File: src/rtl/input_deserializer_pkg.sv
// Shared types and helpers for the serial-to-parallel front end.
// Holds the shifter state encoding and the bit-count width helper.
package input_deserializer_pkg;

  localparam int DESER_WIDTH_DEFAULT = 8;

  typedef enum logic {
    IDLE  = 1'b0,
    SHIFT = 1'b1
  } state_t;

  function automatic int cnt_w(input int width);
    return $clog2(width + 1);
  endfunction

endpackage

File: src/rtl/input_deserializer_out_buf.sv
// One-word output holding register with valid flag.
// Drops a completed word and pulses overrun when the slot is still occupied.
module deser_out_buf
  import input_deserializer_pkg::*;
#(
  parameter int WIDTH = DESER_WIDTH_DEFAULT
) (
  input  logic             clk,
  input  logic             rst_n,
  input  logic             done,
  input  logic [WIDTH-1:0] word,
  input  logic             ready,
  output logic [WIDTH-1:0] data,
  output logic             valid,
  output logic             overrun
);

  // Load, accept or drop; overrun is a single-cycle pulse.
  always_ff @(posedge clk or negedge rst_n) begin
    if (!rst_n) begin
      data    <= '0;
      valid   <= 1'b0;
      overrun <= 1'b0;
    end else begin
      overrun <= 1'b0;
      if (done) begin
        if (!valid || ready) begin
          data  <= word;
          valid <= 1'b1;
        end else begin
          overrun <= 1'b1;
        end
      end else if (valid && ready) begin
        valid <= 1'b0;
      end
    end
  end

endmodule

File: src/rtl/input_deserializer.sv
// Framed LSB-first serial to WIDTH-bit parallel word assembler.
// The shifter FSM lives here; the output slot is deser_out_buf.
module input_deserializer
  import input_deserializer_pkg::*;
#(
  parameter int WIDTH = DESER_WIDTH_DEFAULT
) (
  input  logic             CLK,
  input  logic             RST_N,
  input  logic             SER_IN,
  input  logic             SER_EN,
  input  logic             FRAME,
  output logic [WIDTH-1:0] DATA_OUT,
  output logic             DATA_VALID,
  input  logic             DATA_READY,
  output logic             OVERRUN,
  output logic             FRAME_ERR
);

  localparam int CW = cnt_w(WIDTH);
  localparam logic [CW-1:0] LAST = CW'(WIDTH - 1);
  localparam logic [CW-1:0] ONE  = CW'(1);

  state_t           state, state_nx;
  logic [CW-1:0]    cnt, cnt_nx;
  logic [WIDTH-1:0] shreg, shreg_nx;
  logic [WIDTH-1:0] bit_vec, word_nx;
  logic             done, ferr_nx;

  assign bit_vec = {{(WIDTH-1){1'b0}}, SER_IN};
  assign word_nx = shreg | (bit_vec << cnt);

  // Next-state, bit placement and completion strobe.
  always_comb begin
    state_nx = state;
    cnt_nx   = cnt;
    shreg_nx = shreg;
    done     = 1'b0;
    ferr_nx  = 1'b0;
    unique case (state)
      IDLE: begin
        if (SER_EN && FRAME) begin
          shreg_nx = bit_vec;
          cnt_nx   = ONE;
          state_nx = SHIFT;
        end
      end
      SHIFT: begin
        if (SER_EN) begin
          if (FRAME) begin
            ferr_nx  = 1'b1;
            shreg_nx = bit_vec;
            cnt_nx   = ONE;
          end else if (cnt == LAST) begin
            done     = 1'b1;
            shreg_nx = '0;
            cnt_nx   = '0;
            state_nx = IDLE;
          end else begin
            shreg_nx = word_nx;
            cnt_nx   = cnt + ONE;
          end
        end
      end
    endcase
  end

  // Shifter state, count, partial word and frame-error pulse.
  always_ff @(posedge CLK or negedge RST_N) begin
    if (!RST_N) begin
      state     <= IDLE;
      cnt       <= '0;
      shreg     <= '0;
      FRAME_ERR <= 1'b0;
    end else begin
      state     <= state_nx;
      cnt       <= cnt_nx;
      shreg     <= shreg_nx;
      FRAME_ERR <= ferr_nx;
    end
  end

  deser_out_buf #(
    .WIDTH (WIDTH)
  ) u_out_buf (
    .clk     (CLK),
    .rst_n   (RST_N),
    .done    (done),
    .word    (word_nx),
    .ready   (DATA_READY),
    .data    (DATA_OUT),
    .valid   (DATA_VALID),
    .overrun (OVERRUN)
  );

endmodule

File: config.mk
export PLATFORM = sky130hd
export DESIGN_NAME = input_deserializer
export DESIGN_NICKNAME = d
export VERILOG_FILES = /design/src/rtl/input_deserializer_pkg.sv /design/src/rtl/input_deserializer_out_buf.sv /design/src/rtl/input_deserializer.sv
export SDC_FILE = /design/constraint.sdc
export NUM_CORES = 1
export LEC_CHECK = 0
export ABC_AREA = 1
export CAP_MARGIN = 30
export CORE_MARGIN = 4
export CORE_UTILIZATION = 52
export DETAILED_ROUTE_END_ITERATION = 10
export PLACE_DENSITY = 0.84
export SLEW_MARGIN = 20
export SYNTH_ARGS = -nofsm -noshare
export SYNTH_HDL_FRONTEND = slang
export SYNTH_SLANG_ARGS = --single-unit
File: constraint.sdc
create_clock -name CLK -period 1.7 [get_ports CLK]
set_clock_uncertainty 0.15 [all_clocks]
set_input_delay 0.34 -clock CLK [delete_from_list [all_inputs] [get_ports CLK]]
set_output_delay 0.34 -clock CLK [all_outputs]
set_load 0.005 [all_outputs]
Word level (Yosys, flattened, before mapping)
Index checks and enable logic that the tools add are counted.
{"block": "word_totals", "latchBits": 0, "in_bits": 6, "ramBits": 0, "elab_cells": 50, "reg_bits": 24, "mem_bits_ro": 0, "memories": 0}
{"block": "classes", "n_mux": 27, "eq_ne": 4, "addsub": 1, "div": 0, "n_shift": 1, "n_bitwise": 2, "n_reduce_logical": 8, "magnitude_cmp": 0, "multipliers": 0}
{"cell": "two-way mux 8 bit", "n": 4}
{"cell": "two-way mux 1 bit", "n": 16}
{"cell": "two-way mux 4 bit", "n": 4}
{"cell": "one-hot mux 8 bit (2 select lines)", "n": 1}
{"cell": "OR 8 bit", "n": 1}
{"cell": "one-hot mux 4 bit (2 select lines)", "n": 1}
{"cell": "<< shifter 1 x 4 -> 8 bit", "n": 1}
{"cell": "AND reduction 2 bit", "n": 3}
{"cell": "adder 4 x 1 -> 4 bit (second input constant)", "n": 1}
{"cell": "equality test 4 x 3 -> 1 bit (second input constant)", "n": 1}
{"cell": "inequality test 2 bit (second input constant)", "n": 2}
{"cell": "logical AND 1 bit", "n": 2}
{"cell": "inequality test 2 x 1 -> 1 bit (second input constant)", "n": 1}
{"cell": "one-hot mux 1 bit (2 select lines)", "n": 1}
{"cell": "nonzero test 2 bit", "n": 1}
{"cell": "zero test 1 bit", "n": 1}
{"cell": "logical OR 1 bit", "n": 1}
{"cell": "NOT 1 bit", "n": 1}

Logic depth before layout (Yosys ltp)
Gate-level depths: netlist of the first run.
{"block": "depth", "depth_word": 7, "ltp_mapped": 7, "ltp_nobuf": 7}

Cells and area by module
Synthesis of the first run repeated with hierarchy kept, for this count alone.
{"block": "hier_totals", "cells_unflattened": 140, "area_unflattened_um2": 1219.9}
{"mod": "input_deserializer", "n_inst": 1, "seq_area_each_um2": 350.3, "area_each_um2": 760.7, "cells_per_inst": 98}
{"mod": "deser_out_buf", "n_inst": 1, "seq_area_each_um2": 250.2, "area_each_um2": 459.2, "cells_per_inst": 42}

Worst setup path before layout of the first run
Ideal clock, no wire load.
{"block": "synth_timing", "path_kind": "register to register", "from": "register cnt[0]", "to": "register u_out_buf.data[5]", "period_less_slack_ps": 1316, "slack_ps": 384, "n_path_buf": 0, "stages_incl_launch_ff": 8, "t_required_ps": 1433, "arrival_ps": 1049, "path_cell_list": "dfrtp_1 -> ha_1 -> nand3_2 -> inv_2 -> nand3_4 -> clkinv_4 -> nand2_1 -> nand2_1"}
{"block": "synth_between", "elab_chain_cells": 6, "elab_cells_between_ends": 8, "classes_between": "eq/ne: 1; shift: 1; mux: 4; bitwise: 1; reduce/logical: 1"}
{"item": "start, declared", "line_no": "input_deserializer.sv:25", "source": "logic [CW-1:0] cnt, cnt_nx;"}
{"item": "start signal, assigned", "line_no": "input_deserializer.sv:77", "source": "cnt <= cnt_nx;"}
{"item": "equality test 4 x 3 -> 1 bit", "line_no": "input_deserializer.sv:54", "source": "end else if (cnt == LAST) begin"}
{"item": "two-way mux 1 bit", "line_no": "input_deserializer.sv:54"}
{"item": "two-way mux 1 bit", "line_no": "input_deserializer.sv:50", "source": "if (FRAME) begin"}
{"item": "two-way mux 1 bit", "line_no": "input_deserializer.sv:49", "source": "if (SER_EN) begin"}
{"item": "two-way mux 1 bit", "line_no": "input_deserializer.sv:40", "source": "unique case (state)"}
{"item": "AND reduction 2 bit (no source line)"}
{"item": "end signal, assigned", "line_no": "input_deserializer_out_buf.sv:28", "source": "data <= word;"}
{"item": "end, declared", "line_no": "input_deserializer_out_buf.sv:13", "source": "output logic [WIDTH-1:0] data,"}
Parallel ways exist; a longest one is shown, timed or not.
A chain may end at the register's enable or synchronous reset.

Final worst setup path of the first run
{"block": "layout_timing", "from": "register u_out_buf.overrun", "to": "output port OVERRUN"}
{"item": "start, declared", "line_no": "input_deserializer_out_buf.sv:15", "source": "output logic overrun"}
{"item": "start signal, assigned", "line_no": "input_deserializer_out_buf.sv:23", "source": "overrun <= 1'b0;"}
{"item": "start signal, assigned", "line_no": "input_deserializer_out_buf.sv:25", "source": "overrun <= 1'b0;"}
{"item": "start signal, assigned", "line_no": "input_deserializer_out_buf.sv:31", "source": "overrun <= 1'b1;"}
{"item": "end, declared", "line_no": "input_deserializer.sv:16", "source": "output logic OVERRUN,"}
No word-level cell between the ends.

==> impl_metrics.ini, run 1 <==
[grt]
global_route.usage.total = 0.189
grt_pass1_wl_um = 3990
grt-ovfl-total = 0
grt_start_max_net_pins = 25
first_global_vias = 949
grt_antenna_before_repair = 0

[power]
power_density_over_cell_area_nw_per_um2 = 868
swShare = 0.262
pwr-share-comb = 0.178
power.ir.vdd_worst_uv = 588
internal-power_uw = 946
p_leak_uw = 0.000979
power_switching_uw = 335
sequential_share_of_power = 0.501
pwr-share-clk = 0.321

[routing]
routed_wire_length_per_instance_um = 12.2
drt-vias-per-instance = 5.09
drc_errors = 0
detail-route-antenna-nets = 0
detailedRoute.firstIterationViolations = 52
drtPass1Iterations = 4
via_total_after_detailed_routing = 1018
final_routed_wirelength_um = 2450

[worst_setup_path]
critPathMaxStageDelay_ns = 0.49
critPathLaunchType = register
required_time_of_the_worst_setup_path_ns = 1.21
timing_worst_setup_path_type = register to output pin
critical_path.n_buffers_inverters = 1
worst_path_max_delay_cell = sky130_fd_sc_hd__clkdlybuf4s50_1
endpoint_type_of_the_worst_setup_path = output pin
worst_r2r_startpoint = cnt[0]$_DFFE_PN0P_
family_of_cells_with_the_greatest_summed_delay_on_the_critical_path = buffers and inverters
critical_path.startpoint = u_out_buf.overrun$_DFF_PN0_
worstPathCellList = clkdlybuf4s50_1
arrival_ns = 1.14
cp_max_fo = 1

[logic_synthesis]
synth_flop_type = sky130_fd_sc_hd__dfrtp_1
avgSynthCellArea_um2 = 7.88
ys_warns = 0
synthMostInstantiatedCell = sky130_fd_sc_hd__nand2_1
syn-num-nets = 153
sequential_cell_area_fraction_in_the_yosys_report = 0.522
synthArstFlopShare = 1.00
synth_top_area_share = 0.522
postSynthCellCount = 146
yosysTopAreaCell = sky130_fd_sc_hd__dfrtp_1
synth_top_family_by_area = simple AND/OR/NAND/NOR gates
synthMuxAreaShare = 0
area_fraction_in_compound_gates_after_synthesis = 0.0880
synth-simple-area-share = 0.257
ys_top_cells_by_area = sky130_fd_sc_hd__dfrtp_1 (52%), sky130_fd_sc_hd__nand2_1 (14%), sky130_fd_sc_hd__inv_1 (9.8%)
edff_count_synth = 0
xor_xnor_portion_of_the_synthesized_cell_area = 0.00761
top_cells_by_instance_count_after_synthesis = sky130_fd_sc_hd__nand2_1 (42), sky130_fd_sc_hd__inv_1 (30), sky130_fd_sc_hd__dfrtp_1 (24)
yosys_register_bits = 24
adder_and_majority_gate_portion_of_the_synthesized_area = 0.0109
synth_cell_types = 20
mappedNetlistArea_um2 = 1150

[floorplanning]
std_cell_rows = 16
die_area_um2 = 3030
pin_count = 17
initial_utilization = 0.569
die_h_um = 55.1
die-width_um = 55.1
core_region_area_um2 = 2020

[sta]
fmax_mhz = 613
tightestPinTransition_ns = 0.294
fin_tns_setup_ns = 0
setup-violations-final = 0
rsz0062_at_grt = no
period_needed_ns = 1.63
fin_crit_sh = 0.959
hold-worst-slack_ns = 0.201
timing.final.max_slew_violations = 0
slew_headroom = 0.804
post-route-worst-setup-slack_ns = 0.0693
hold_viol = 0

[min_path]
holdCritPathClass = primary input to async pin

[layout]
post_route_non_filler_standard_cell_count = 200
layout-drive-gt1-share = 0.110
flow.area_growth_from_synthesis_pct = 28.2
net_count_reported_at_finish = 181
final_core_util = 0.730
antenna_cells = 0

[placement]
detailedPlace.worstSlack_ns = -0.0716
final_wtd_congestion = 0.858
port_buffers = 16
dp_hpwl_um = 1780
placed_cell_count = 194

[clock_tree]
clock_latency_ns = 0.32
tritoncts.num_buffers = 3
clock_tree.htree_level_count = 1
ctsRootBufferMaster = sky130_fd_sc_hd__clkbuf_4
tritoncts_clock_tree = yes
clk_pin_slew_ns = 0.13
cts_sinks = 24
clk_path_buf_depth = 2

[flow_run]
count_of_max_cap_constraint_violations = 0

[run_status]
outcome = finished clean
layer usage:
layer,wire length [um],share of wire,up-vias,GRT usage
li1,-,-,492,-
met1,1000,0.41,473,0.231
met2,1190,0.49,44,0.317
met3,184,0.075,9,0.0349
met4,70,0.029,0,0.0972
met5,0,0,-,0
cell usage in the layout (no fill, tap or decap):
master                             n
sky130_fd_sc_hd__nand3_4           1
sky130_fd_sc_hd__inv_2             1
sky130_fd_sc_hd__bufinv_16         1
sky130_fd_sc_hd__xor2_1            1
sky130_fd_sc_hd__inv_1            30
sky130_fd_sc_hd__clkdlybuf4s50_1   6
sky130_fd_sc_hd__dfrtp_1          24
sky130_fd_sc_hd__clkinv_4          1
sky130_fd_sc_hd__o2bb2ai_1         1
sky130_fd_sc_hd__ha_1              1
sky130_fd_sc_hd__o211ai_1          1
sky130_fd_sc_hd__a21oi_1           3
sky130_fd_sc_hd__o21ai_1           1
sky130_fd_sc_hd__dlymetal6s2s_1   10
sky130_fd_sc_hd__nand2_2           1
sky130_fd_sc_hd__buf_4             8
sky130_fd_sc_hd__nand3_1           6
sky130_fd_sc_hd__nor2_4            1
sky130_fd_sc_hd__nor2_1           15
sky130_fd_sc_hd__nor2_2            1
sky130_fd_sc_hd__o21ai_0          13
sky130_fd_sc_hd__clkbuf_4          3
sky130_fd_sc_hd__nand2_1          42
sky130_fd_sc_hd__nand3_2           1
cells by family after synthesis:
family | count (synthesis)
buf+inv | 33
fa+ha+maj | 1
xor+xnor | 1
flops | 24
compound gates | 19
simple gates | 68
stage by stage:
step,cell area [um^2],total power [uW]
3_5_place_dp,1380,876
4_1_cts,1440,1280
3_3_place_gp,1380,863
5_1_grt,1480,1350
2_1_floorplan,1150,773
6_report,1480,1280
final cells by class:
class | instances | area (um^2)
clock buffers | 3 | 22.5
clock inverters | 1 | 30.0
fillers | 154 | 547
inverters | 32 | 125
multi-input cells | 89 | 418
flip-flops and latches | 24 | 601
well taps | 27 | 33.8
repair buffers | 24 | 245
state kept, by name (all words and copies together) (netlist names):
register / count
u_out_buf.valid: 1
u_out_buf.data: 8
cnt: 4
state: 1
shreg: 8
u_out_buf.overrun: 1
FRAME_ERR: 1
path summary, 6_finish.rpt:
| path | to | slack, ns | depth (start not counted) |
|---|---|---|---|
| worst max-delay path | OVERRUN | 0.07 | 1 |
| worst max register to register | shreg[2]$_DFFE_PN0P_ | 0.17 | 6 |
| min in group CLK | u_out_buf.data[0]$_DFFE_PN0P_ | 0.34 | 2 |
| worst min-delay path | u_out_buf.data[6]$_DFFE_PN0P_ | 0.20 | 2 |
| max in group asynchronous | cnt[0]$_DFFE_PN0P_ | 0.97 | 2 |
| worst min register to register | u_out_buf.data[0]$_DFFE_PN0P_ | 0.34 | 2 |
repair_timing:
action	CTS	global route
gates resized for setup	0	10
hold buffers	0	0
setup buffers	0	2
endpoints found under the setup margin	0	10
power groups by stage:
stage / Sequential, uW / Clock, uW / Combinational (uW)
after floorplan: 649 / 0 / 124
after detailed placement: 653 / 0 / 223
final: 642 / 412 / 228
after global routing: 646 / 440 / 259
after global placement: 650 / 0 / 213
after CTS: 642 / 418 / 225
Note: power is estimated with default switching activity, not from simulation.
==> run 2: changes to the inputs <==
CAP_MARGIN = not set   (was 30)
REMOVE_ABC_BUFFERS = 1   (was not set)
==> impl_metrics.ini, run 2 (synthesis gave the netlist of run 1 again) <==
[run_status]
outcome = finished clean

[placement]
post_dp_cell_area_um2 = 1410
final_wtd_congestion = 0.899
dp_hpwl_um = 1740
detailedPlace.worstSlack_ns = -0.0935
port_buffers = 16

[grt]
global_route.usage.total = 0.184
grt_antenna_before_repair = 0
grt_start_max_net_pins = 25
grt-ovfl-total = 0
grt_pass1_wl_um = 3910
first_global_vias = 961

[routing]
detailedRoute.firstIterationViolations = 14
final_routed_wirelength_um = 2290
detail-route-antenna-nets = 0
via_total_after_detailed_routing = 970
drc_errors = 0
drtPass1Iterations = 4
routed_wire_length_per_instance_um = 11.3
drt-vias-per-instance = 4.78

[power]
sequential_share_of_power = 0.551
internal-power_uw = 840
power_switching_uw = 326
pwr-share-clk = 0.256
p_leak_uw = 0.000980
swShare = 0.279
power.ir.vdd_worst_uv = 629
power_density_over_cell_area_nw_per_um2 = 786
pwr-share-comb = 0.193

[sta]
fin_tns_setup_ns = 0
fin_crit_sh = 0.967
slew_headroom = 0.796
fmax_mhz = 609
period_needed_ns = 1.64
hold-worst-slack_ns = 0.213
tightestPinTransition_ns = 0.305
timing.final.max_slew_violations = 0
setup-violations-final = 0
rsz0062_at_grt = no
post-route-worst-setup-slack_ns = 0.0569
hold_viol = 0

[clock_tree]
tritoncts_clock_tree = yes
clk_pin_slew_ns = 0.13
clk_path_buf_depth = 2
ctsRootBufferMaster = sky130_fd_sc_hd__clkbuf_4
clock_latency_ns = 0.32
tritoncts.num_buffers = 3
cts_hold_repair.buffers = 0
clock_tree.htree_level_count = 1
cts_sinks = 24

[flow_run]
count_of_max_cap_constraint_violations = 0

[floorplanning]
die_h_um = 55.1
die_area_um2 = 3030
core_region_area_um2 = 2020
die-width_um = 55.1
std_cell_rows = 16
pin_count = 17
initial_utilization = 0.569

[worst_setup_path]
family_of_cells_with_the_greatest_summed_delay_on_the_critical_path = buffers and inverters
critPathLaunchType = register
required_time_of_the_worst_setup_path_ns = 1.21
worst_r2r_startpoint = cnt[0]$_DFFE_PN0P_
critPathMaxStageDelay_ns = 0.49
arrival_ns = 1.15
worstPathCellList = clkdlybuf4s50_1
critical_path.n_buffers_inverters = 1
cp_max_fo = 1
worst_path_max_delay_cell = sky130_fd_sc_hd__clkdlybuf4s50_1
timing_worst_setup_path_type = register to output pin
critical_path.startpoint = FRAME_ERR$_DFF_PN0_
endpoint_type_of_the_worst_setup_path = output pin

[layout]
postLayoutCellArea_um2 = 1480
flow.area_growth_from_synthesis_pct = 28.8
net_count_reported_at_finish = 184
biggestRegsByFlops = shreg (8), u_out_buf.data (8), cnt (4)
antenna_cells = 0
final_core_util = 0.733
most_common_library_cell_in_the_layout_ignoring_fill_and_taps = sky130_fd_sc_hd__nand2_1
layout_common_cells = sky130_fd_sc_hd__nand2_1 (42), sky130_fd_sc_hd__inv_1 (30), sky130_fd_sc_hd__dfrtp_1 (24), sky130_fd_sc_hd__nor2_1 (15), sky130_fd_sc_hd__o21ai_0 (13)
layout-drive-gt1-share = 0.125

[min_path]
holdCritPathClass = primary input to async pin
-- run 2: cell types whose count changed in the layout (fill, tap and decap cells not counted), sizes merged --
cell,previous run,this run
dlygate4sd2,0,1
buf,8,11
bufinv,1,0
dlymetal6s2s,10,9
clkbuf,3,4
-- run 2: final timing paths --
kind | cells after the start | to | slack (ns)
min in group CLK | 2 | u_out_buf.data[6]$_DFFE_PN0P_ | 0.34
worst min-delay path | 2 | shreg[6]$_DFFE_PN0P_ | 0.21
worst min register to register | 2 | u_out_buf.data[6]$_DFFE_PN0P_ | 0.34
max in group asynchronous | 2 | u_out_buf.data[3]$_DFFE_PN0P_ | 0.95
worst max register to register | 6 | shreg[3]$_DFFE_PN0P_ | 0.19
worst max-delay path | 1 | FRAME_ERR | 0.06
-- run 2: layout make-up --
class,count,area (um^2)
tap,27,33.8
fill,161,539
inverter,32,125
clock buffer,4,36.3
sequential,24,601
multi-input combinational,89,423
timing repair buffer,27,264
-- run 2: metrics by stage --
stage,instances,power (uW)
2_1_floorplan,145,770
3_3_place_gp,197,871
3_5_place_dp,197,883
4_1_cts,201,1180
5_1_grt,203,1240
6_report,203,1170
-- run 2: per-layer routing --
metal | GRT usage | wire length [um] | vias to the layer above
li1 | - | - | 502
met1 | 0.215 | 1030 | 441
met2 | 0.317 | 1080 | 21
met3 | 0.0536 | 143 | 6
met4 | 0.0688 | 38 | 0
met5 | 0 | 0 | -
-- run 2: repair_timing --
item | 4_1_cts | 5_1_grt
buffers inserted | 0 | 2
setup endpoints to repair | 1 | 10
gates resized for setup | 1 | 10
-- run 2: power by group through the flow --
| stage | clock network (uW) | logic (uW) | registers [uW] |
|---|---|---|---|
| after global placement | 0 | 220 | 651 |
| after detailed placement | 0 | 230 | 653 |
| after global routing | 335 | 259 | 649 |
| after CTS | 309 | 226 | 643 |
| after floorplan | 0 | 121 | 649 |
| final | 298 | 225 | 642 |
==> run 3: changes to the inputs <==
ABC_AREA = not set   (was 1)
==> impl_metrics.ini, run 3 <==
[layout]
fill_cells = 148
most_common_library_cell_in_the_layout_ignoring_fill_and_taps = sky130_fd_sc_hd__dfrtp_1
net_count_reported_at_finish = 158
biggestRegsByFlops = shreg (8), u_out_buf.data (8), cnt (4)
antenna_cells = 0
layout-drive-gt1-share = 0.233
flow.area_growth_from_synthesis_pct = 34.7
layout_common_cells = sky130_fd_sc_hd__dfrtp_1 (24), sky130_fd_sc_hd__buf_4 (23), sky130_fd_sc_hd__inv_1 (11), sky130_fd_sc_hd__nand2_1 (9), sky130_fd_sc_hd__mux2i_1 (8)

[grt]
grt_pass1_wl_um = 4860
gr-usage-met2 = 0.333
grtUsageMet3 = 0.0255
first_global_vias = 1017
grt_antenna_before_repair = 0
grt_start_max_net_pins = 25
global_route.usage.total = 0.200
grt-ovfl-total = 0
top_usage_layer = met2
globalRouteMet1Util = 0.258

[logic_synthesis]
top_cells_by_instance_count_after_synthesis = sky130_fd_sc_hd__dfrtp_1 (24), sky130_fd_sc_hd__inv_1 (11), sky130_fd_sc_hd__nand2_1 (9)
postSynthCellCount = 113
synthMostInstantiatedCell = sky130_fd_sc_hd__dfrtp_1
synth_flop_type = sky130_fd_sc_hd__dfrtp_1
avgSynthCellArea_um2 = 10.6
synth_cell_types = 35
synthArstFlopShare = 1.00
sequential_cell_area_fraction_in_the_yosys_report = 0.504
edff_count_synth = 0
synth_top_area_share = 0.504
ys_warns = 0
yosys_register_bits = 24
ys_top_cells_by_area = sky130_fd_sc_hd__dfrtp_1 (50%), sky130_fd_sc_hd__mux2i_1 (6.7%), sky130_fd_sc_hd__o2bb2ai_1 (4.4%)
mappedNetlistArea_um2 = 1190
yosysTopAreaCell = sky130_fd_sc_hd__dfrtp_1

[worst_setup_path]
endpoint_type_of_the_worst_setup_path = register
worstPathCellList = ha_4, nand3b_4, nor4b_4, mux2_1
required_time_of_the_worst_setup_path_ns = 1.77
critical_path.n_buffers_inverters = 0
arrival_ns = 1.74
family_of_cells_with_the_greatest_summed_delay_on_the_critical_path = simple AND/OR/NAND/NOR gates
worst_path_max_delay_cell = sky130_fd_sc_hd__dfrtp_1
critPathLaunchType = register
cp_max_fo = 5
critPathMaxStageDelay_ns = 0.42
timing_worst_setup_path_type = register to register

[clock_tree]
clk_path_buf_depth = 2
cts_sinks = 24
cts_hold_repair.buffers = 0
ctsRootBufferMaster = sky130_fd_sc_hd__clkbuf_4
tritoncts_clock_tree = yes
clock_latency_ns = 0.33
clock_tree.htree_level_count = 1
clk_pin_slew_ns = 0.14
tritoncts.num_buffers = 3

[sta]
fmax_mhz = 599
timing.final.max_slew_violations = 0
hold_viol = 0
fin_tns_setup_ns = 0
post-route-worst-setup-slack_ns = 0.0306
slew_headroom = 0.798
tightestPinTransition_ns = 0.303
fin_crit_sh = 0.982
setup-violations-final = 0
period_needed_ns = 1.67
rsz0062_at_grt = yes

[routing]
final_routed_wirelength_um = 2790
drtPass1Iterations = 4
drc_errors = 0
detailedRoute.firstIterationViolations = 28
via_total_after_detailed_routing = 995
drt-vias-per-instance = 5.59
routed_wire_length_per_instance_um = 15.7
detail-route-antenna-nets = 0

[run_status]
outcome = finished clean

[power]
power_density_over_cell_area_nw_per_um2 = 976
p_leak_uw = 0.000788
power.ir.vdd_worst_uv = 560

[floorplanning]
initial_utilization = 0.544
core_region_area_um2 = 2190
pin_count = 17
die_h_um = 55.9
std_cell_rows = 17
die_area_um2 = 3120
die-width_um = 55.9

[placement]
final_wtd_congestion = 0.834
dp_hpwl_um = 2030
detailedPlace.worstSlack_ns = -0.308
port_buffers = 16

[flow_run]
count_of_max_cap_constraint_violations = 0

[min_path]
holdCritPathClass = primary input to async pin
run 3: cell count changes in the layout (fill, tap and decap cells not counted), sizes merged, moves of 8 or more:
cell	before	now
buf	11	24
inv	31	11
mux2i	0	8
nand2	43	10
nor2	17	6
o21ai	14	5
run 3: stage by stage:
step                      total power, uW  cell area (um^2)  cells  hold slack [ns]   util
after floorplan                       882              1140    106           -0.106      -
after global placement               1100              1470    168            0.324  0.673
after detailed placement             1130              1470    168            0.330  0.673
after CTS                            1550              1550    174            0.207  0.709
after global routing                 1650              1610    178            0.220  0.733
final                                1570              1610    178            0.195  0.733
run 3: area by class of cell:
cell class / instances / area, um^2 / area share
clock buffer: 3 / 22.5 / 0.0140
clock inverter: 1 / 30.0 / 0.0187
multi-input combinational: 71 / 527 / 0.328
timing repair buffer: 40 / 350 / 0.218
inverter: 11 / 41.3 / 0.0257
sequential: 24 / 601 / 0.374
tap: 28 / 35.0 / 0.0218
run 3: cell families (layout without fill, tap and decap cells):
group | Yosys count | after routing | share of synthesized area
buffers and inverters | 18 | 55 | 0.0756
AND/OR/NAND/NOR | 34 | 34 | 0.182
flip-flops | 24 | 24 | 0.504
adder cells (fa/ha/maj) | 1 | 1 | 0.0105
multiplexers | 9 | 9 | 0.0766
AO/OA/AOI/OAI | 27 | 27 | 0.152
run 3: metal layers:
metal	share of wire	vias up
met5	0	-
met4	0.013	0
met3	0.025	3
met2	0.52	28
met1	0.44	492
li1	-	472
run 3: power by group:
group	internal, uW	total [uW]	switching, uW
Combinational	234	436	202
Sequential	652	707	54.7
Clock	239	425	186
Total	1130	1570	443
run 3: final timing paths:
kind                                               start                             to  slack, ns  cells past startpoint
min                                                RST_N  u_out_buf.data[3]$_DFFE_PN0P_       0.19                      2
max in group asynchronous                          RST_N             cnt[0]$_DFFE_PN0P_       0.96                      2
min reg2reg                u_out_buf.data[0]$_DFFE_PN0P_  u_out_buf.data[0]$_DFFE_PN0P_       0.35                      1
max                                   cnt[1]$_DFFE_PN0P_  u_out_buf.data[0]$_DFFE_PN0P_       0.03                      4
min in group CLK           u_out_buf.data[0]$_DFFE_PN0P_  u_out_buf.data[0]$_DFFE_PN0P_       0.35                      1
max reg2reg                           cnt[1]$_DFFE_PN0P_  u_out_buf.data[0]$_DFFE_PN0P_       0.03                      4
run 3: repair_timing:
item | in CTS | in global routing
pin swaps | 0 | 2
buffers inserted | 2 | 4
resized for setup | 9 | 6
setup endpoints to repair | 19 | 14
